File: config.mk
export PLATFORM = sky130hd
export DESIGN_NAME = uart_tx_arbiter
export DESIGN_NICKNAME = d
export VERILOG_FILES = /design/src/rtl/uart_tx_arbiter.sv
export SDC_FILE = /design/constraint.sdc
export NUM_CORES = 1
export LEC_CHECK = 0
export ABC_AREA = 1
export CAP_MARGIN = 20
export CORE_MARGIN = 4
export CORE_UTILIZATION = 35
export CTS_BUF_LIST = sky130_fd_sc_hd__clkbuf_8 sky130_fd_sc_hd__clkbuf_16
export DETAILED_ROUTE_END_ITERATION = 10
export MAX_ROUTING_LAYER = met4
export PLACE_DENSITY = 0.65
export SYNTH_ARGS = -nofsm -noshare
export SYNTH_HDL_FRONTEND = slang
export SYNTH_SLANG_ARGS = --single-unit
File: constraint.sdc
create_clock -name clk_50MHz -period 1.3 [get_ports clk_50MHz]
set_input_delay 0.26 -clock clk_50MHz [delete_from_list [all_inputs] [get_ports clk_50MHz]]
set_output_delay 0.26 -clock clk_50MHz [all_outputs]
set_load 0.05 [all_outputs]
File: src/rtl/uart_tx_arbiter.sv
// Arbitrates a single UART transmitter between an echo FIFO (A, per byte) and a
// packetised report source (B, locked for a whole packet), round-robin per unit.
module uart_tx_arbiter #(
    parameter int unsigned DATA_BITS      = 8,
    parameter int unsigned TIMEOUT_CYCLES = 100000,
    parameter int unsigned TO_BITS        = 17
) (
    input  logic                 clk_50MHz,
    input  logic                 reset,
    input  logic                 a_valid,
    input  logic [DATA_BITS-1:0] a_data,
    output logic                 a_pop,
    input  logic                 b_req,
    input  logic [DATA_BITS-1:0] b_data,
    input  logic                 b_last,
    output logic                 b_ack,
    output logic                 tx_start,
    output logic [DATA_BITS-1:0] tx_data,
    input  logic                 tx_busy,
    input  logic                 tx_done_tick,
    input  logic                 clr_err,
    output logic                 grant_a,
    output logic                 grant_b,
    output logic                 err_timeout,
    output logic                 err_abort
);

    typedef enum logic [1:0] {IDLE, START, WAIT_DONE} state_t;

    localparam logic [TO_BITS-1:0] TO_LIMIT = TO_BITS'(TIMEOUT_CYCLES - 1);

    state_t               state, state_n;
    logic [TO_BITS-1:0]   cnt, cnt_n;
    logic                 lock, lock_n;
    logic                 last_b, last_b_n;
    logic                 cur_last, cur_last_n;
    logic                 a_pop_n, b_ack_n, tx_start_n;
    logic [DATA_BITS-1:0] tx_data_n;
    logic                 grant_a_n, grant_b_n;
    logic                 set_to, set_ab;
    logic                 lock_eff, pick_a, pick_b;

    always_comb begin
        state_n    = state;
        cnt_n      = cnt;
        lock_n     = lock;
        last_b_n   = last_b;
        cur_last_n = cur_last;
        a_pop_n    = 1'b0;
        b_ack_n    = 1'b0;
        tx_start_n = 1'b0;
        tx_data_n  = tx_data;
        grant_a_n  = grant_a;
        grant_b_n  = grant_b;
        set_to     = 1'b0;
        set_ab     = 1'b0;
        lock_eff   = lock;
        pick_a     = 1'b0;
        pick_b     = 1'b0;

        case (state)
            IDLE: begin
                // An abandoned packet frees the transmitter for A in the same cycle.
                if (lock && !b_req) begin
                    set_ab    = 1'b1;
                    lock_n    = 1'b0;
                    grant_b_n = 1'b0;
                    lock_eff  = 1'b0;
                end
                if (!tx_busy) begin
                    if (lock_eff) begin
                        pick_b = 1'b1;
                    end else if (a_valid && b_req) begin
                        pick_a = last_b;
                        pick_b = !last_b;
                    end else begin
                        pick_a = a_valid;
                        pick_b = b_req;
                    end
                end
                if (pick_a) begin
                    state_n    = START;
                    tx_data_n  = a_data;
                    grant_a_n  = 1'b1;
                    grant_b_n  = 1'b0;
                    tx_start_n = 1'b1;
                    a_pop_n    = 1'b1;
                    last_b_n   = 1'b0;
                end else if (pick_b) begin
                    state_n    = START;
                    tx_data_n  = b_data;
                    grant_a_n  = 1'b0;
                    grant_b_n  = 1'b1;
                    tx_start_n = 1'b1;
                    b_ack_n    = 1'b1;
                    last_b_n   = 1'b1;
                    lock_n     = 1'b1;
                    cur_last_n = b_last;
                end
            end
            START: begin
                state_n = WAIT_DONE;
                cnt_n   = '0;
            end
            WAIT_DONE: begin
                if (tx_done_tick) begin
                    state_n   = IDLE;
                    grant_a_n = 1'b0;
                    if (grant_b && cur_last) begin
                        grant_b_n = 1'b0;
                        lock_n    = 1'b0;
                    end
                end else if (cnt == TO_LIMIT) begin
                    state_n   = IDLE;
                    set_to    = 1'b1;
                    grant_a_n = 1'b0;
                    grant_b_n = 1'b0;
                    lock_n    = 1'b0;
                end else begin
                    cnt_n = cnt + TO_BITS'(1);
                end
            end
            default: state_n = IDLE;
        endcase
    end

    always_ff @(posedge clk_50MHz or posedge reset) begin
        if (reset) begin
            state       <= IDLE;
            cnt         <= '0;
            lock        <= 1'b0;
            last_b      <= 1'b1;
            cur_last    <= 1'b0;
            a_pop       <= 1'b0;
            b_ack       <= 1'b0;
            tx_start    <= 1'b0;
            tx_data     <= '0;
            grant_a     <= 1'b0;
            grant_b     <= 1'b0;
            err_timeout <= 1'b0;
            err_abort   <= 1'b0;
        end else begin
            state       <= state_n;
            cnt         <= cnt_n;
            lock        <= lock_n;
            last_b      <= last_b_n;
            cur_last    <= cur_last_n;
            a_pop       <= a_pop_n;
            b_ack       <= b_ack_n;
            tx_start    <= tx_start_n;
            tx_data     <= tx_data_n;
            grant_a     <= grant_a_n;
            grant_b     <= grant_b_n;
            err_timeout <= set_to | (err_timeout & ~clr_err);
            err_abort   <= set_ab | (err_abort & ~clr_err);
        end
    end

endmodule

======== Word-level counts from Yosys, hierarchy flattened ========
Index checks and enable logic that the tools add are counted.
storage, ports and cells
  bits in registers ....................... 37
  logic and storage cells ................. 93
operators by class
  reductions and logical operators ........ 16
  equality and inequality tests ........... 9
  multiplexer cells ....................... 48
  bitwise gates (word level) .............. 6
  add/subtract/negate cells ............... 1
operator list
  kind                                            count
  2-to-1 mux 1 bit                                35
  2-to-1 mux 17 bit                               2
  one-hot mux 17 bit (2 select lines)             1
  adder 17 x 1 -> 17 bit (second input constant)  1
  == test 17 bit (second input constant)          1
  2-to-1 mux 8 bit                                2
  AND reduction 3 bit                             4
  inequality test 3 bit (second input constant)   3
  2-to-1 mux 2 bit                                4
  one-hot mux 1 bit (2 select lines)              3
  one-hot mux 2 bit (3 select lines)              1
  nonzero test 2 bit                              3
  inequality test 2 bit (second input constant)   2
  inequality test 4 bit (second input constant)   1
  AND reduction 2 bit                             2
  AND reduction 4 bit                             1
  logical AND 1 bit                               3
  AND 1 bit                                       2
  == test 2 x 1 -> 1 bit (second input constant)  1
  == test 2 bit (second input constant)           1
  zero test 1 bit                                 2
  zero test 2 bit                                 1
  inverter 1 bit                                  2
  bitwise OR 1 bit                                2

======== Depth between registers and ports, before layout ========
Gate-level depths: netlist of the first run.
  depth in word-level cells ............... 10
  mapped depth ............................ 10

======== Least setup slack after synthesis of the first run ========
OpenSTA, ideal clock, no wires.
  kind .................................... flip-flop to flip-flop
  start ................................... register cnt[0]
  end ..................................... register lock
  path buffers ............................ 1
  setup time .............................. 0.118 ns
  path slack .............................. -0.070 ns
  cell stages (with the launch flop) ...... 10
  arrival time ............................ 1.253 ns
  cells stage by stage .................... dfrtp_1 -> ha_1 -> nand3_2 -> inv_1 -> nand3_2 -> nand2_4 -> buf_12 -> nand2_2 -> nand2_1 -> o21ai_2
between the ends
  word-level cells in the longest chain between the ends .. 3
ends and longest elaborated chain
  what                                    RTL line  text
  start, declared                         33        logic [TO_BITS-1:0] cnt, cnt_n;
  start signal, assigned                  144       cnt <= cnt_n;
  == test 17 bit                          113       end else if (cnt == TO_LIMIT) begin
  inequality test 3 bit (no source line)  n/a
  AND reduction 3 bit (no source line)    n/a
  end signal, assigned                    145       lock <= lock_n;
  end, declared                           34        logic lock, lock_n;
Every way passes these cells.
A chain may end at the register's enable or synchronous reset.

======== Final worst setup path of the first run ========
  start ................................... register cnt[13]
  end ..................................... register lock
Same word-level chain as after synthesis.

==> metrics.md, run 1 <==
| Metric | Value |
|---|---|
| Outcome | `finished with violations` |
| Failing checks | `negative setup slack` |
| Hold Violations, Final | `0` |
| Wire length on met1 | `2.10 mm` |
| Cell Area, Synth | `0.00198 mm²` |
| CTS root buf | `clkbuf_8` |
| I/O pin total | `39` |
| RSZ-0062 raised after global routing | `yes` |
| Core Box Area | `0.00551 mm²` |
| Wire per inst | `12.5 µm` |
| Pwr Total | `0.00507 W` |
| TNS Setup | `-1420 ps` |
| Worst Setup SP | `cnt[13]` |
| Syn Area/Cell | `8.00 µm²` |
| RR Endpoint | `lock` |
| Critical Path End | `lock` |
| Worst setup EP type | `flop` |
| Largest net degree at the start of global routing | `38` |
| PortBufs | `38` |
| Met3 Routed Length | `387 µm` |
| Gr usage total | `0.150` |
| Maximum vdd drop | `1.11 mV` |
| Setup Viol. Count Final | `20` |
| Post-synth EDFFs | `0` |
| Leak | `1.49 nW` |
| Bufs and invs on worst path | `1` |
| Clock skew | `5.94 ps` |
| Total CTS buffers | `5` |
| R2R Setup Slk | `-120 ps` |
| Synth Register Bits | `37` |
| Critical path cell sequence | `nor2_2, nand3_2, nor2_4, nand3_4, nand2_8, buf_6, nand2_4, nand2_2, o21ai_2` |
| Clock-pin slew on the worst setup and hold paths | `80 ps` |
| Syn nets | `272` |
| Top Registers | `cnt (17), tx_data (8), state (2)` |
| Part of the Yosys area used for sequential elements | `0.469` |
| CP max-delay cell | `dfrtp_1` |
| Pre-CTS setup slack | `-279 ps` |
| Max-slew violations | `0` |
| Commonest cells post-synth | `nand2_1, dfrtp_1, nand3_1, nor2_1, inv_1` |
| Maximum buffer depth of the clock tree | `2` |
| WP depth | `9` |
| Routed wire length | `5.12 mm` |
| Max incr delay on CP | `400 ps` |
| DR vias | `1924` |
| Antenna violation net count after detailed routing | `0` |
| Synthesized instance count | `247` |
| Number of cells in the finished layout apart from fillers | `410` |
| # placed instances | `394` |
| Detail Route met2 WL | `2.56 mm` |
| Worst EP arrival | `1610 ps` |
| Number of clock sinks | `37` |
| Global-route wire length before repair | `8.25 mm` |
| Die width | `83.2 µm` |
| Vias in the first global route | `1845` |
| Yosys warns | `0` |
| Worst rel slew slack | `0.726` |
| GPL Wtd Cong | `0.870` |
| Cell count of the worst reg-to-reg path | `9` |
| CP Class | `flop to flop` |
| Grt ovf | `0` |
| CP max FO | `5` |
| Min cycle time layout | `1420 ps` |
| Cell area power density | `1540 mW/mm²` |
| # rows | `27` |
| Most flops, register | `cnt` |
| Asr flop ratio synth | `1.00` |
| Ant. Diodes | `0` |
| Final #Nets | `362` |
| Vias per std cell | `4.69` |
| CTS tree | `built` |
| Top FF cell, synth | `dfrtp_1` |
| DRT iter0 DRCs | `104` |
| Top cell type by total area after synthesis | `dfrtp_1` |
| Max Cap Violations | `0` |
| Clk_lat worst skew | `290 ps` |
| DIE AREA | `0.00691 mm²` |
| Fin crit share | `1.09` |
| Top post-synthesis cells by area | `dfrtp_1, nand2_1, nand3_1` |
| Worst Path Required | `1490 ps` |
| Critical path launch point type | `flop` |
| Fill cells | `495` |
| Layout area overhead | `67.0%` |
| DR top layer | `met4` |
| Worst-Margin Slew | `409 ps` |
| Hold Crit Class | `primary input to async pin` |
| H-tree levels | `2` |
| Top-count cell post-synth | `nand2_1` |
| Worst setup margin | `-119 ps` |
| Share of cells above drive strength 1 | `0.364` |
| Initial Utilization | `0.359` |
| Initial antenna violation count | `0` |
| Largest register FFs | `17` |
| # DRC | `0` |
| Hold Buf Count CTS | `0` |
| Worst r2r src | `cnt[13]` |
| Top cell type's share of synthesized area | `0.456` |
| Die height | `83.2 µm` |
| Max Freq | `705 MHz` |
| Distinct cells, synth | `29` |
| First-pass DRT Iterations | `4` |
| CP delay by family, top | `simple AND/OR/NAND/NOR gates` |
| Hpwl dp | `3.52 mm` |
[metal layers]
layer / GRT usage / up-vias
met4: 0.0223 / 0
met5: - / -
met3: 0.0655 / 13
li1: - / 977
met2: 0.254 / 47
met1: 0.168 / 887
[worst reg2reg max path: cells and delay by family, from the launching register on]
kind	cells	cell delay (ps)
AO/OA/AOI/OAI	1	50
AND/OR/NAND/NOR	7	760
buffers and inverters	1	120
flip-flops	1	400
[report_power, final]
group / total, W / switching, W / leakage (nW) / internal [W]
clock network: 0.00105 / 0.000426 / 0.0574 / 0.000624
logic: 0.00236 / 0.00123 / 0.955 / 0.00114
registers: 0.00166 / 0.000259 / 0.479 / 0.00140
total: 0.00507 / 0.00191 / 1.49 / 0.00316
[what timing repair did]
item                                    CTS  global route
pin swaps                                 3            12
hold endpoints to repair                  0             0
gates cloned                              0             3
endpoints found under the setup margin   29            34
gates resized for setup                  12            40
setup buffers                             2             3
[cells by family after synthesis]
logic type	share of synthesized area
and+or+nand+nor	0.311
DFF	0.469
buffers and inverters	0.0785
AOI/OAI and AO/OA	0.0816
xor gates and xnor gates	0.0532
adders and majority gates	0.00633
[per-stage QoR]
step	hold slack [ps]	utilization	cell area, µm²
6_report	312	0.600	3300
5_1_grt	332	0.600	3300
4_1_cts	317	0.558	3070
3_5_place_dp	458	0.522	2870
3_3_place_gp	460	0.522	2870
2_1_floorplan	359	-	1980
[worst min-delay path by stage]
stage | endpoint | slack (ps) | cells past startpoint
2_1_floorplan | err_timeout | 360 | 1
3_3_place_gp | cur_last | 460 | 2
3_5_place_dp | cur_last | 460 | 2
4_1_cts | cnt[14] | 320 | 3
5_1_grt | err_timeout | 330 | 3
6_report | tx_start | 310 | 3
[layout by cell type (no fill, tap or decap), drive strengths merged]
master          n
a31oi           9
bufinv          1
nor3            1
dfrtp          36
inv            27
clkinvlp        1
xor2            8
a21oi           1
nand3          29
nand3b          1
buf            62
o22ai           2
nand2          72
xnor2           4
ha              1
nand4           2
clkdlybuf4s50  23
nor2           33
clkbuf          8
o21ai          16
dfstp           1
[cell type report]
type | instances | area [µm²] | share of cell area
clock inverters | 2 | 37.5 | 0.0114
multi-input cells | 179 | 1080 | 0.326
well taps | 72 | 90.1 | 0.0273
flip-flops and latches | 37 | 927 | 0.281
inverters | 27 | 101 | 0.0307
repair buffers | 87 | 986 | 0.299
clock buffers | 6 | 82.6 | 0.0250
(Power assumes the default switching activity.)
==> run 2: changes to the inputs <==
--- a/config.mk
+++ b/config.mk
@@ -13,6 +13,8 @@
 export DETAILED_ROUTE_END_ITERATION = 10
 export MAX_ROUTING_LAYER = met4
 export PLACE_DENSITY = 0.65
+export SKIP_CTS_REPAIR_TIMING = 1
+export SLEW_MARGIN = 10
 export SYNTH_ARGS = -nofsm -noshare
 export SYNTH_HDL_FRONTEND = slang
 export SYNTH_SLANG_ARGS = --single-unit
==> metrics.md, run 2 (synthesis results as in run 1) <==
| Metric | Value |
|---|---|
| Global-route wire length before repair | `7.91 mm (was 8.25 mm)` |
| Vias in the first global route | `1839 (was 1845)` |
| Leak | `1.50 nW (was 1.49 nW)` |
| Core Box Area | `0.00551 mm² (unchanged)` |
| H-tree levels | `2 (unchanged)` |
| Final #Nets | `362 (unchanged)` |
| DIE AREA | `0.00691 mm² (unchanged)` |
| Worst Path Required | `1480 ps (was 1490 ps)` |
| Fin crit share | `1.13 (was 1.09)` |
| Gr usage total | `0.144 (was 0.150)` |
| Total CTS buffers | `5 (unchanged)` |
| Cell Area, Placed | `0.00287 mm² (unchanged)` |
| Initial antenna violation count | `0 (unchanged)` |
| Critical path cell sequence | `nor2_2, nand3_1, nor2_1, nand3_2, nand2_8, buf_6, inv_6, nand2_2, o21ai_2 (was nor2_2, nand3_2, nor2_4, nand3_4, nand2_8, buf_6, nand2_4, nand2_2, o21ai_2)` |
| Antenna violation net count after detailed routing | `0 (unchanged)` |
| Clock skew | `7.35 ps (was 5.94 ps)` |
| I/O pin total | `39 (unchanged)` |
| Hold Crit Class | `primary input to async pin (unchanged)` |
| Routed wire length | `4.92 mm (was 5.12 mm)` |
| Psw | `0.00189 W (was 0.00191 W)` |
| Max incr delay on CP | `400 ps (about the same)` |
| Pwr Total | `0.00507 W (about the same)` |
| Critical path launch point type | `flop (unchanged)` |
| First-pass DRT Iterations | `4 (unchanged)` |
| Ant. Diodes | `0 (unchanged)` |
| Cell count of the worst reg-to-reg path | `9 (unchanged)` |
| Number of clock sinks | `37 (unchanged)` |
| Sw frac | `0.373 (was 0.377)` |
| Final instance area | `0.00327 mm² (was 0.00330 mm²)` |
| Layout area overhead | `65.6% (was 67.0%)` |
| Outcome | `finished with violations (unchanged)` |
| # DRC | `0 (unchanged)` |
| Worst setup EP type | `flop (unchanged)` |
| Worst EP arrival | `1650 ps (was 1610 ps)` |
| Max-slew violations | `0 (unchanged)` |
| DR vias | `1872 (was 1924)` |
| Maximum vdd drop | `1.09 mV (was 1.11 mV)` |
| Clock-pin slew on the worst setup and hold paths | `80 ps (about the same)` |
| Hpwl dp | `3.52 mm (unchanged)` |
| Die height | `83.2 µm (unchanged)` |
| Maximum buffer depth of the clock tree | `2 (unchanged)` |
| CP max FO | `8 (was 5)` |
| CP max-delay cell | `dfrtp_1 (unchanged)` |
| Comb power frac | `0.465 (was 0.466)` |
| Worst rel slew slack | `0.733 (was 0.726)` |
| CP Class | `flop to flop (unchanged)` |
| RR Endpoint | `cnt[6] (was lock)` |
| Worst r2r src | `cnt[12] (was cnt[13])` |
| Largest net degree at the start of global routing | `38 (unchanged)` |
| Commonest non-fill, non-tap cells in the layout | `nand2_1, buf_4, dfrtp_1 (unchanged)` |
| Bufs and invs on worst path | `2 (was 1)` |
| Clk_lat worst skew | `290 ps (about the same)` |
| R2R Setup Slk | `-170 ps (was -120 ps)` |
| Hold Violations, Final | `0 (unchanged)` |
| Worst-Margin Slew | `399 ps (was 409 ps)` |
| Int Pwr | `0.00318 W (was 0.00316 W)` |
| Most flops, register | `cnt (unchanged)` |
| DRT iter0 DRCs | `64 (was 104)` |
| RSZ-0062 raised after global routing | `yes (unchanged)` |
| Largest register FFs | `17 (unchanged)` |
| # rows | `27 (unchanged)` |
| Wire per inst | `12.0 µm (was 12.5 µm)` |
| Max Cap Violations | `0 (unchanged)` |
| Grt ovf | `0 (unchanged)` |
| Vias per std cell | `4.57 (was 4.69)` |
| Failing checks | `negative setup slack (unchanged)` |
| Cell area power density | `1550 mW/mm² (was 1540 mW/mm²)` |
| Worst setup margin | `-173 ps (was -119 ps)` |
| PortBufs | `38 (unchanged)` |
| Top Registers | `cnt (17), tx_data (8), state (2) (unchanged)` |
| Setup Viol. Count Final | `23 (was 20)` |
| Max Freq | `679 MHz (was 705 MHz)` |
| Share of cells above drive strength 1 | `0.370 (was 0.364)` |
| GPL Wtd Cong | `0.870 (unchanged)` |
| CP delay by family, top | `simple AND/OR/NAND/NOR gates (unchanged)` |
| CTS root buf | `clkbuf_8 (unchanged)` |
| Sequential share of power | `0.328 (was 0.327)` |
| Initial Utilization | `0.359 (unchanged)` |
| CTS tree | `built (unchanged)` |
| Clock power frac | `0.206 (was 0.207)` |
| Min cycle time layout | `1470 ps (was 1420 ps)` |
| Commonest non-fill, non-tap cell in the layout | `nand2_1 (unchanged)` |
| Die width | `83.2 µm (unchanged)` |
[run 2: cell count changes in the layout (fill, tap and decap cells not counted), sizes merged]
cell | before | now
buf | 62 | 63
nand2 | 72 | 71
[run 2: area by class of cell]
cell class                      count  area (µm²)
Clock buffer                        6        82.6
Clock inverter                      2        37.5
Fill cell                         493        2230
Inverter                           27         109
Multi-Input combinational cell    178        1020
Sequential cell                    37         927
Tap cell                           72        90.1
Timing Repair Buffer               88        1010
[run 2: power groups by stage]
stage,Sequential [W],Combinational [W],Clock [W]
4_1_cts,0.00165,0.00211,0.00108
3_3_place_gp,0.00165,0.00208,0
3_5_place_dp,0.00167,0.00211,0
2_1_floorplan,0.00211,0.000545,0
5_1_grt,0.00170,0.00251,0.00114
6_report,0.00166,0.00236,0.00105
[run 2: layer usage]
layer	vias to the layer above	global-route usage	part of all wire
met4	0	0.0267	0.0057
met3	5	0.0665	0.072
met2	39	0.244	0.51
met1	855	0.157	0.41
li1	973	-	-
met5	-	-	0
[run 2: tightest hold or removal path, delay by kind of cell]
family,cells,cell delay (ps)
buffers and inverters,3,700
[run 2: worst max path at each step]
stage	startpoint	endpoint	slack, ps	cells after the start
2_1_floorplan	cnt[0]	lock	-50	9
3_3_place_gp	b_req	grant_a	-230	6
3_5_place_dp	b_req	tx_data[6]	-280	5
4_1_cts	cnt[0]	cnt[11]	-150	8
5_1_grt	cnt[12]	cnt[6]	-260	9
6_report	cnt[12]	cnt[6]	-170	9
[run 2: through the flow]
step / TNS, ps / hold WS (ps) / utilization / setup WS [ps] / std cells
6_report: -2410 / 316 / 0.595 / -173 / 410
5_1_grt: -5290 / 336 / 0.595 / -259 / 410
4_1_cts: -2680 / 317 / 0.544 / -155 / 402
3_5_place_dp: -5060 / 458 / 0.522 / -279 / 394
3_3_place_gp: -3980 / 460 / 0.522 / -231 / 394
2_1_floorplan: -179 / 359 / - / -46.6 / 247
==> run 3: changes to the inputs <==
--- a/config.mk
+++ b/config.mk
@@ -8,11 +8,10 @@
 export ABC_AREA = 1
 export CAP_MARGIN = 20
 export CORE_MARGIN = 4
-export CORE_UTILIZATION = 35
+export CORE_UTILIZATION = 38
 export CTS_BUF_LIST = sky130_fd_sc_hd__clkbuf_8 sky130_fd_sc_hd__clkbuf_16
 export DETAILED_ROUTE_END_ITERATION = 10
-export MAX_ROUTING_LAYER = met4
-export PLACE_DENSITY = 0.65
+export PLACE_DENSITY = 0.69
 export SKIP_CTS_REPAIR_TIMING = 1
 export SLEW_MARGIN = 10
 export SYNTH_ARGS = -nofsm -noshare
==> metrics.md, run 3 (synthesis results as in run 1) <==
| Metric | Value |
|---|---|
| Worst setup margin | `-162 ps (was -173 ps)` |
| Comb power frac | `0.447 (was 0.465)` |
| DRT iter0 DRCs | `53 (was 64)` |
| Number of clock sinks | `37 (unchanged)` |
| Max Cap Violations | `0 (unchanged)` |
| Worst Setup SP | `cnt[0] (was cnt[12])` |
| Sw frac | `0.374 (was 0.373)` |
| CP max FO | `7 (was 8)` |
| Worst EP arrival | `1650 ps (about the same)` |
| Worst-Margin Slew | `329 ps (was 399 ps)` |
| Most flops, register | `cnt (unchanged)` |
| Initial Utilization | `0.405 (was 0.359)` |
| Vias per std cell | `4.72 (was 4.57)` |
| CTS tree | `built (unchanged)` |
| DIE AREA | `0.00642 mm² (was 0.00691 mm²)` |
| Worst rel slew slack | `0.780 (was 0.733)` |
| Global-route wire length before repair | `8.42 mm (was 7.91 mm)` |
| Psw | `0.00182 W (was 0.00189 W)` |
| Worst setup EP type | `flop (unchanged)` |
| Initial antenna violation count | `0 (unchanged)` |
| Commonest non-fill, non-tap cell in the layout | `nand2_1 (unchanged)` |
| H-tree levels | `2 (unchanged)` |
| Antenna violation net count after detailed routing | `0 (unchanged)` |
| Maximum buffer depth of the clock tree | `2 (unchanged)` |
| Max Freq | `684 MHz (was 679 MHz)` |
| DR vias | `1888 (was 1872)` |
| Core Box Area | `0.00488 mm² (was 0.00551 mm²)` |
| Outcome | `finished with violations (unchanged)` |
| Max-slew violations | `0 (unchanged)` |
| Hold Crit Class | `primary input to async pin (unchanged)` |
| Largest net degree at the start of global routing | `25 (was 38)` |
| Final instance area | `0.00308 mm² (was 0.00327 mm²)` |
| Leak | `1.45 nW (was 1.50 nW)` |
| First-pass DRT Iterations | `4 (unchanged)` |
| Clock skew | `4.95 ps (was 7.35 ps)` |
| Int Pwr | `0.00305 W (was 0.00318 W)` |
| Hold Violations, Final | `0 (unchanged)` |
| Setup Viol. Count Final | `20 (was 23)` |
| Commonest non-fill, non-tap cells in the layout | `nand2_1, buf_4, dfrtp_1 (unchanged)` |
| Die width | `80.1 µm (was 83.2 µm)` |
| Clock-pin slew on the worst setup and hold paths | `80 ps (about the same)` |
| Clk_lat worst skew | `290 ps (about the same)` |
| Cell Area, Placed | `0.00286 mm² (was 0.00287 mm²)` |
| Fin crit share | `1.12 (was 1.13)` |
| GPL Wtd Cong | `0.871 (was 0.870)` |
| Total CTS buffers | `5 (unchanged)` |
| Final #Nets | `357 (was 362)` |
| RR Endpoint | `lock (was cnt[6])` |
| Worst r2r src | `cnt[0] (was cnt[12])` |
| Hpwl dp | `3.72 mm (was 3.52 mm)` |
| Clock power frac | `0.216 (was 0.206)` |
| I/O pin total | `39 (unchanged)` |
| Min cycle time layout | `1460 ps (was 1470 ps)` |
| Die height | `80.1 µm (was 83.2 µm)` |
| Ant. Diodes | `0 (unchanged)` |
| Wire per inst | `12.4 µm (was 12.0 µm)` |
| Layout area overhead | `55.9% (was 65.6%)` |
| Cell area power density | `1580 mW/mm² (was 1550 mW/mm²)` |
| # rows | `25 (was 27)` |
| Hold slack | `285 ps (was 316 ps)` |
| R2R Setup Slk | `-160 ps (was -170 ps)` |
| Sequential share of power | `0.337 (was 0.328)` |
| Grt ovf | `0 (unchanged)` |
| Routed wire length | `4.97 mm (was 4.92 mm)` |
| CP Class | `flop to flop (unchanged)` |
| PortBufs | `38 (unchanged)` |
| Vias in the first global route | `1946 (was 1839)` |
| Critical path launch point type | `flop (unchanged)` |
| Worst Path Required | `1490 ps (was 1480 ps)` |
| Maximum vdd drop | `1.16 mV (was 1.09 mV)` |
| Share of cells above drive strength 1 | `0.294 (was 0.370)` |
| RSZ-0062 raised after global routing | `yes (unchanged)` |
| Cell count of the worst reg-to-reg path | `9 (unchanged)` |
| Top Registers | `cnt (17), tx_data (8), state (2) (unchanged)` |
| Failing checks | `negative setup slack (unchanged)` |
| Largest register FFs | `17 (unchanged)` |
| # DRC | `0 (unchanged)` |
| Gr usage total | `0.166 (was 0.144)` |
| CTS root buf | `clkbuf_8 (unchanged)` |
[run 3: layer usage]
metal	track usage	wire length [µm]	share of wire	vias to the layer above
met2	0.300	2550	0.51	46
met3	0.0583	346	0.070	11
li1	-	-	-	957
met4	0.0557	92	0.019	0
met5	0	0	0	-
met1	0.180	1980	0.40	874
[run 3: cell type report]
cell class | count | area [µm²]
inverter | 27 | 106
fill | 439 | 1800
clock inverter | 2 | 37.5
sequential | 37 | 927
tap | 67 | 83.8
clock buffer | 6 | 82.6
multi-input combinational | 178 | 940
timing repair buffer | 83 | 905
[run 3: worst max-delay path, stage by stage, from the launching register on]
cell and delay [ps]:
dfrtp_1 360, ha_2 220, nand3_4 100, inv_4 70, nand3_2 120, nand2_4 160
buf_4 140, nand2_2 50, nand2_1 80, o21ai_2 50
[run 3: power by group through the flow]
stage | Combinational, W | Sequential (W) | Clock, W
after floorplan | 0.000545 | 0.00211 | 0
after global placement | 0.00207 | 0.00166 | 0
after detailed placement | 0.00212 | 0.00165 | 0
after CTS | 0.00212 | 0.00164 | 0.00108
after global routing | 0.00233 | 0.00168 | 0.00113
final | 0.00218 | 0.00164 | 0.00105
[run 3: worst max-delay path by stage]
stage / to
floorplan: lock
global placement: grant_a
detailed placement: tx_data[0]
CTS: cnt[14]
global route: lock
finish: lock
[run 3: through the flow]
stage	setup TNS [ps]	instances	setup WS (ps)	util	total power, W
6_report	-1990	400	-162	0.632	0.00488
5_1_grt	-4350	400	-253	0.632	0.00514
4_1_cts	-3140	396	-188	0.611	0.00484
3_5_place_dp	-5010	388	-270	0.586	0.00377
3_3_place_gp	-3800	388	-198	0.586	0.00373
2_1_floorplan	-179	247	-46.6	-	0.00266
==> RTL change 1: new RTL, settings of run 2 <==
The parameter `TIMEOUT_CYCLES` goes from 100000 to 75000.
--- a/src/rtl/uart_tx_arbiter.sv
+++ b/src/rtl/uart_tx_arbiter.sv
@@ -2,7 +2,7 @@
 // packetised report source (B, locked for a whole packet), round-robin per unit.
 module uart_tx_arbiter #(
     parameter int unsigned DATA_BITS      = 8,
-    parameter int unsigned TIMEOUT_CYCLES = 100000,
+    parameter int unsigned TIMEOUT_CYCLES = 75000,
     parameter int unsigned TO_BITS        = 17
 ) (
     input  logic                 clk_50MHz,
Behaviour: no difference found for any inputs over 10 cycles, from zero or initial values and one cycle with reset high; that may be too few to reach the edited logic, so the function may still have changed.
==> RTL change 1 against run 2 <==
The run still ends with setup timing left. Routed wire length increased by 20%. Area after synthesis increased by 1.8%. Sequential share of layout area decreased by 1.0 points. Design area increased by 3.7%. Global-route usage increased by 2.4 points. Power increased by 13%. Setup slack got worse by 0.033 ns. Utilization increased by 1.8 points. Hold slack got worse by 0.047 ns. Sequential cell count unchanged. Largest cell class unchanged.
==> RTL change 1: results (changes against run 2) <==
peakVddDrop_mv: 0.7714  # was 1.090 mV
place_ws_ns: -0.5094  # was -0.2791 ns
critPathSlowestCell: "dfrtp_1"  # unchanged
grt_pass1_wl_mm: 9.508  # was 7.914 mm
holdCritPathClass: "in2async"  # unchanged
gp_congestion: 0.8964  # was 0.8701
crit_fanout: 5  # was 8
use_met2_pct: 29.65  # was 24.42%
tns_ns: -2.978  # was -2.409 ns
cts_buffers: 5  # unchanged
tightest_slew_ns: 0.4236  # was 0.3992 ns
drtPass1Iterations: 4  # unchanged
violations: "setup timing"  # unchanged
p_switching_uw: 2302  # was 1892 µW
dpl.hpwl_mm: 4.465  # was 3.524 mm
arrival_ns: 1.67  # was 1.65 ns
yosys-top-cells-count: "87 x nand2_1, 54 x nor2_1, 36 x dfrtp_1, 34 x inv_1, 24 x nand3_1"  # was 68 x nand2_1, 36 x dfrtp_1, 26 x nand3_1, 26 x nor2_1, 23 x inv_1
vias: 2189  # was 1872
syn-num-nets: 312  # was 272
diodes: 0  # unchanged
leakage_uw: 0.001600  # was 0.001496 µW
drive_gt1_share_pct: 34.46  # was 36.98%
synth_cell_types: 20  # was 29
groute.layer.met3.usage_pct: 1.974  # was 6.647%
finalCriticalPeriod_ns: 1.506  # was 1.473 ns
htreeDepth: 2  # unchanged
nNetsFinal: 410  # was 362
grt_max_degree: 15  # was 38
port_buffers: 38  # unchanged
clkTransAtPathRegs_ns: 0.08  # about the same
synth-async-reset-ratio_pct: 100.0  # unchanged
wire_per_inst_um: 12.93  # was 11.99 µm
worst_slack_ns: -0.2055  # was -0.1728 ns
synthFlopType: "dfrtp_1"  # unchanged
final.period_utilization_pct: 115.8  # was 113.3%
dpl_cell_area_mm2: 0.003044  # was 0.002874 mm²
cp_top_family: "simple AND/OR/NAND/NOR gates"  # unchanged
max_stage_delay_ns: 0.36  # was 0.40 ns
ys_seq_area_share_pct: 46.08  # was 46.90%
yosysWarnings: 0  # unchanged
antenna_found_initial: 0  # unchanged
grt_use_met1_pct: 19.45  # was 15.69%
dp_cells: 446  # was 394
clock_latency_ns: 0.29  # about the same
clock_path_buffers: 2  # unchanged
grt.total_usage_pct: 16.82  # was 14.42%
setup-violations-final: 22  # was 23
drt_iter0_drc: 145  # was 64
finClkSkew_ns: 0.009105  # was 0.007353 ns
reg_top3: "cnt x17, tx_data x8, state x2"  # unchanged
wl_mm: 5.922  # was 4.916 mm
synth.top_cells.by_area: "dfrtp_1 45%, nand2_1 16%, nor2_1 10%"  # was dfrtp_1 46%, nand2_1 13%, nand3_1 6.6%
avgSynthCellArea_um2: 7.010  # was 8.004 µm²
outcome: "complete, but fails checks"  # unchanged
drtAntennaViolNets: 0  # unchanged
cts_root_buffer: "clkbuf_8"  # unchanged
-- RTL change 1: cell types whose count changed after synthesis, sizes merged, moves of 4 or more --
cell,before,now
nand4,2,6
xor2,8,3
xnor2,4,0
a31oi,9,1
o21ai,16,12
nand3,29,24
inv,26,34
a21oi,1,16
nor2,33,54
nand2,71,88
-- RTL change 1: kinds of logic (layout without fill, tap and decap cells) --
kind of cell,after synthesis,count (layout),share of synthesized area [%]
AO/OA/AOI/OAI,30,30,7.774
buffers and inverters,41,140,8.893
flip-flops,37,37,46.08
adder cells (fa/ha/maj),1,1,0.6218
AND/OR/NAND/NOR,175,175,35.32
XOR/XNOR,3,3,1.306
-- RTL change 1: power by group through the flow --
stage / sequential, µW / combinational [µW] / clock (µW)
2_1_floorplan: 2250 / 708 / 0
5_1_grt: 1760 / 3090 / 1150
4_1_cts: 1710 / 2670 / 1070
3_5_place_dp: 1730 / 2670 / 0
6_report: 1720 / 2940 / 1060
3_3_place_gp: 1710 / 2630 / 0
-- RTL change 1: final timing paths --
kind / start / end / slack [ns] / depth (start not counted)
worst max register to register: cnt[0] / cnt[6] / -0.21 / 9
worst min-delay path: reset / tx_data[6] / 0.27 / 2
worst min register to register: cur_last / cur_last / 0.51 / 2
worst max-delay path: cnt[0] / cnt[6] / -0.21 / 9
min in group clk_50MHz: a_valid / b_ack / 0.51 / 6
max in group asynchronous: reset / tx_data[4] / 0.61 / 3
-- RTL change 1: layout make-up --
class	instances	area, µm²
Fill cell	459	2145
Tap cell	72	90.09
Inverter	34	130.1
Timing Repair Buffer	98	1040
Clock buffer	6	82.58
Clock inverter	2	37.54
Sequential cell	37	927.1
Multi-Input combinational cell	209	1089
-- RTL change 1: routing by layer --
metal	vias up	share of wire [%]
li1	1096	-
met1	1028	41
met2	48	53
met3	17	3.0
met4	0	2.6
met5	-	0
==> RTL change 2: new RTL, config.mk and constraints of run 2 <==
Made on the original files. Encoding of `state_t`: now one-hot (3 bits for 3 states).
--- a/src/rtl/uart_tx_arbiter.sv
+++ b/src/rtl/uart_tx_arbiter.sv
@@ -25,7 +25,7 @@
     output logic                 err_abort
 );
 
-    typedef enum logic [1:0] {IDLE, START, WAIT_DONE} state_t;
+    typedef enum logic [2:0] {IDLE = 3'b001, START = 3'b010, WAIT_DONE = 3'b100} state_t;
 
     localparam logic [TO_BITS-1:0] TO_LIMIT = TO_BITS'(TIMEOUT_CYCLES - 1);
 
Behaviour: no difference found for any inputs over 10 cycles, from zero or initial values and one cycle with reset high; not proved beyond that.
==> RTL change 2 against run 2 <==
The run still ends with setup timing left. Clock power shrank 17%. Via count grew 7.8%. Area after synthesis grew 5.3%. Design area grew 4.1%. Die area grew 4.7%. Hold slack lost 0.0020 ns. Power grew 6.4%. Count of clock-buffer cells in the layout is the same. Routed wire length grew 10%. Sequential cell count grew 1. Setup slack lost 0.026 ns. Critical path type unchanged. Critical endpoint is now tx_data[0]. Highest routed layer unchanged.
==> RTL change 2: results (changes against run 2) <==
peakVddDrop_mv: 1.088  # was 1.090 mV
outcome: "complete, but fails checks"  # unchanged
wl_mm: 5.424  # was 4.916 mm
critPathSlowestCell: "dfstp_2"  # was dfrtp_1
n_fill_cell: 483  # was 493
hold_viol_final: 0  # unchanged
ys_seq_area_share_pct: 45.82  # was 46.90%
arrival_ns: 1.69  # was 1.65 ns
avgSynthCellArea_um2: 7.594  # was 8.004 µm²
grt_pass1_wl_mm: 8.763  # was 7.914 mm
r2r_cells: 8  # was 9
grt_pass1_vias: 2025  # was 1839
place_ws_ns: -0.3560  # was -0.2791 ns
synth.top_cells.by_area: "dfrtp_1 43%, nand2_1 17%, nand3_1 6.5%"  # was dfrtp_1 46%, nand2_1 13%, nand3_1 6.6%
setup-violations-final: 34  # was 23
grt_max_degree: 39  # was 38
max_stage_delay_ns: 0.54  # was 0.40 ns
viasPerCell: 4.515  # was 4.566
drive_gt1_share_pct: 35.73  # was 36.98%
syn-num-nets: 299  # was 272
gp_congestion: 0.8551  # was 0.8701
yosys-top-cells-count: "92 x nand2_1, 36 x dfrtp_1, 35 x inv_1, 27 x nand3_1, 22 x nor2_1"  # was 68 x nand2_1, 36 x dfrtp_1, 26 x nand3_1, 26 x nor2_1, 23 x inv_1
r2r-start: "last_b"  # was cnt[12]
worst_slack_ns: -0.1990  # was -0.1728 ns
dpl.hpwl_mm: 3.785  # was 3.524 mm
nNetsFinal: 399  # was 362
yosysWarnings: 0  # unchanged
finClkSkew_ns: 0.001928  # was 0.007353 ns
tightest_slew_ns: 0.2509  # was 0.3992 ns
crit_fanout: 7  # was 8
violations: "setup timing"  # unchanged
drt_iter0_drc: 97  # was 64
==> RTL change 2: cell types whose count changed in the layout (fill, tap and decap cells not counted), sizes merged, moves of 2 or more <==
cell	change
buf	+11
clkbuf	-2
xnor2	-2
a21oi	+2
nand3	+2
a31oi	-9
inv	+11
o21ai	+8
nor2	-7
nand4	-2
nand2	+24
==> RTL change 2: cell type report <==
class	count	share of cell area, %
Inverter	38	4.330
Clock inverter	2	0.3670
Clock buffer	6	2.422
Timing Repair Buffer	97	30.46
Tap cell	72	2.642
Sequential cell	38	27.96
Multi-Input combinational cell	194	31.82
==> RTL change 2: layer usage <==
metal	up-vias	track usage, %	share of wire [%]
met5	-	-	0
met2	50	25.07	48
met4	0	4.029	1.7
met3	10	5.340	6.8
met1	907	17.75	43
li1	1051	-	-
==> RTL change 2: worst max-delay path: cells and delay by family, from the launching register on <==
kind,cells,cell delay [ns]
simple gates,5,0.49
buf+inv,2,0.20
flops,1,0.54
compound gates,1,0.16
==> RTL change 2: how the worst max path moves through the flow <==
stage,start,end,slack [ns],depth (start not counted)
floorplan,last_b,grant_a,-0.09,8
global placement,b_req,tx_data[1],-0.30,9
detailed placement,b_req,tx_data[2],-0.36,9
CTS,cnt[0],cnt[4],-0.14,9
global route,cnt[1],cnt[2],-0.27,9
finish,last_b,tx_data[0],-0.20,8
==> RTL change 2: through the flow <==
stage / power, µW / hold slack [ns] / utilization, % / TNS (ns) / area (µm²)
2_1_floorplan: 2956 / 0.3589 / - / -0.7286 / 2110
3_5_place_dp: 4236 / 0.4736 / 55.20 / -7.324 / 3114
5_1_grt: 5698 / 0.3338 / 60.43 / -7.190 / 3410
3_3_place_gp: 4188 / 0.4613 / 55.20 / -6.398 / 3114
6_report: 5393 / 0.3137 / 60.43 / -4.258 / 3410
4_1_cts: 5113 / 0.3194 / 56.89 / -2.847 / 3209
==> RTL change 2: report_power, final <==
group          total (µW)  switching, µW  leakage (µW)  internal [µW]
clock                 868            442     0.0000472            427
sequential           1750            282      0.000504           1470
combinational        2770           1460       0.00110           1310
total                5390           2190       0.00166           3210
==> RTL change 2: cells by family after synthesis <==
group / after synthesis / synth area share, %
AOI/OAI and AO/OA: 29 / 8.539
xor gates and xnor gates: 10 / 4.210
adders and majority gates: 1 / 0.6012
buffers and inverters: 43 / 8.659
DFF: 38 / 45.82
and+or+nand+nor: 153 / 32.17
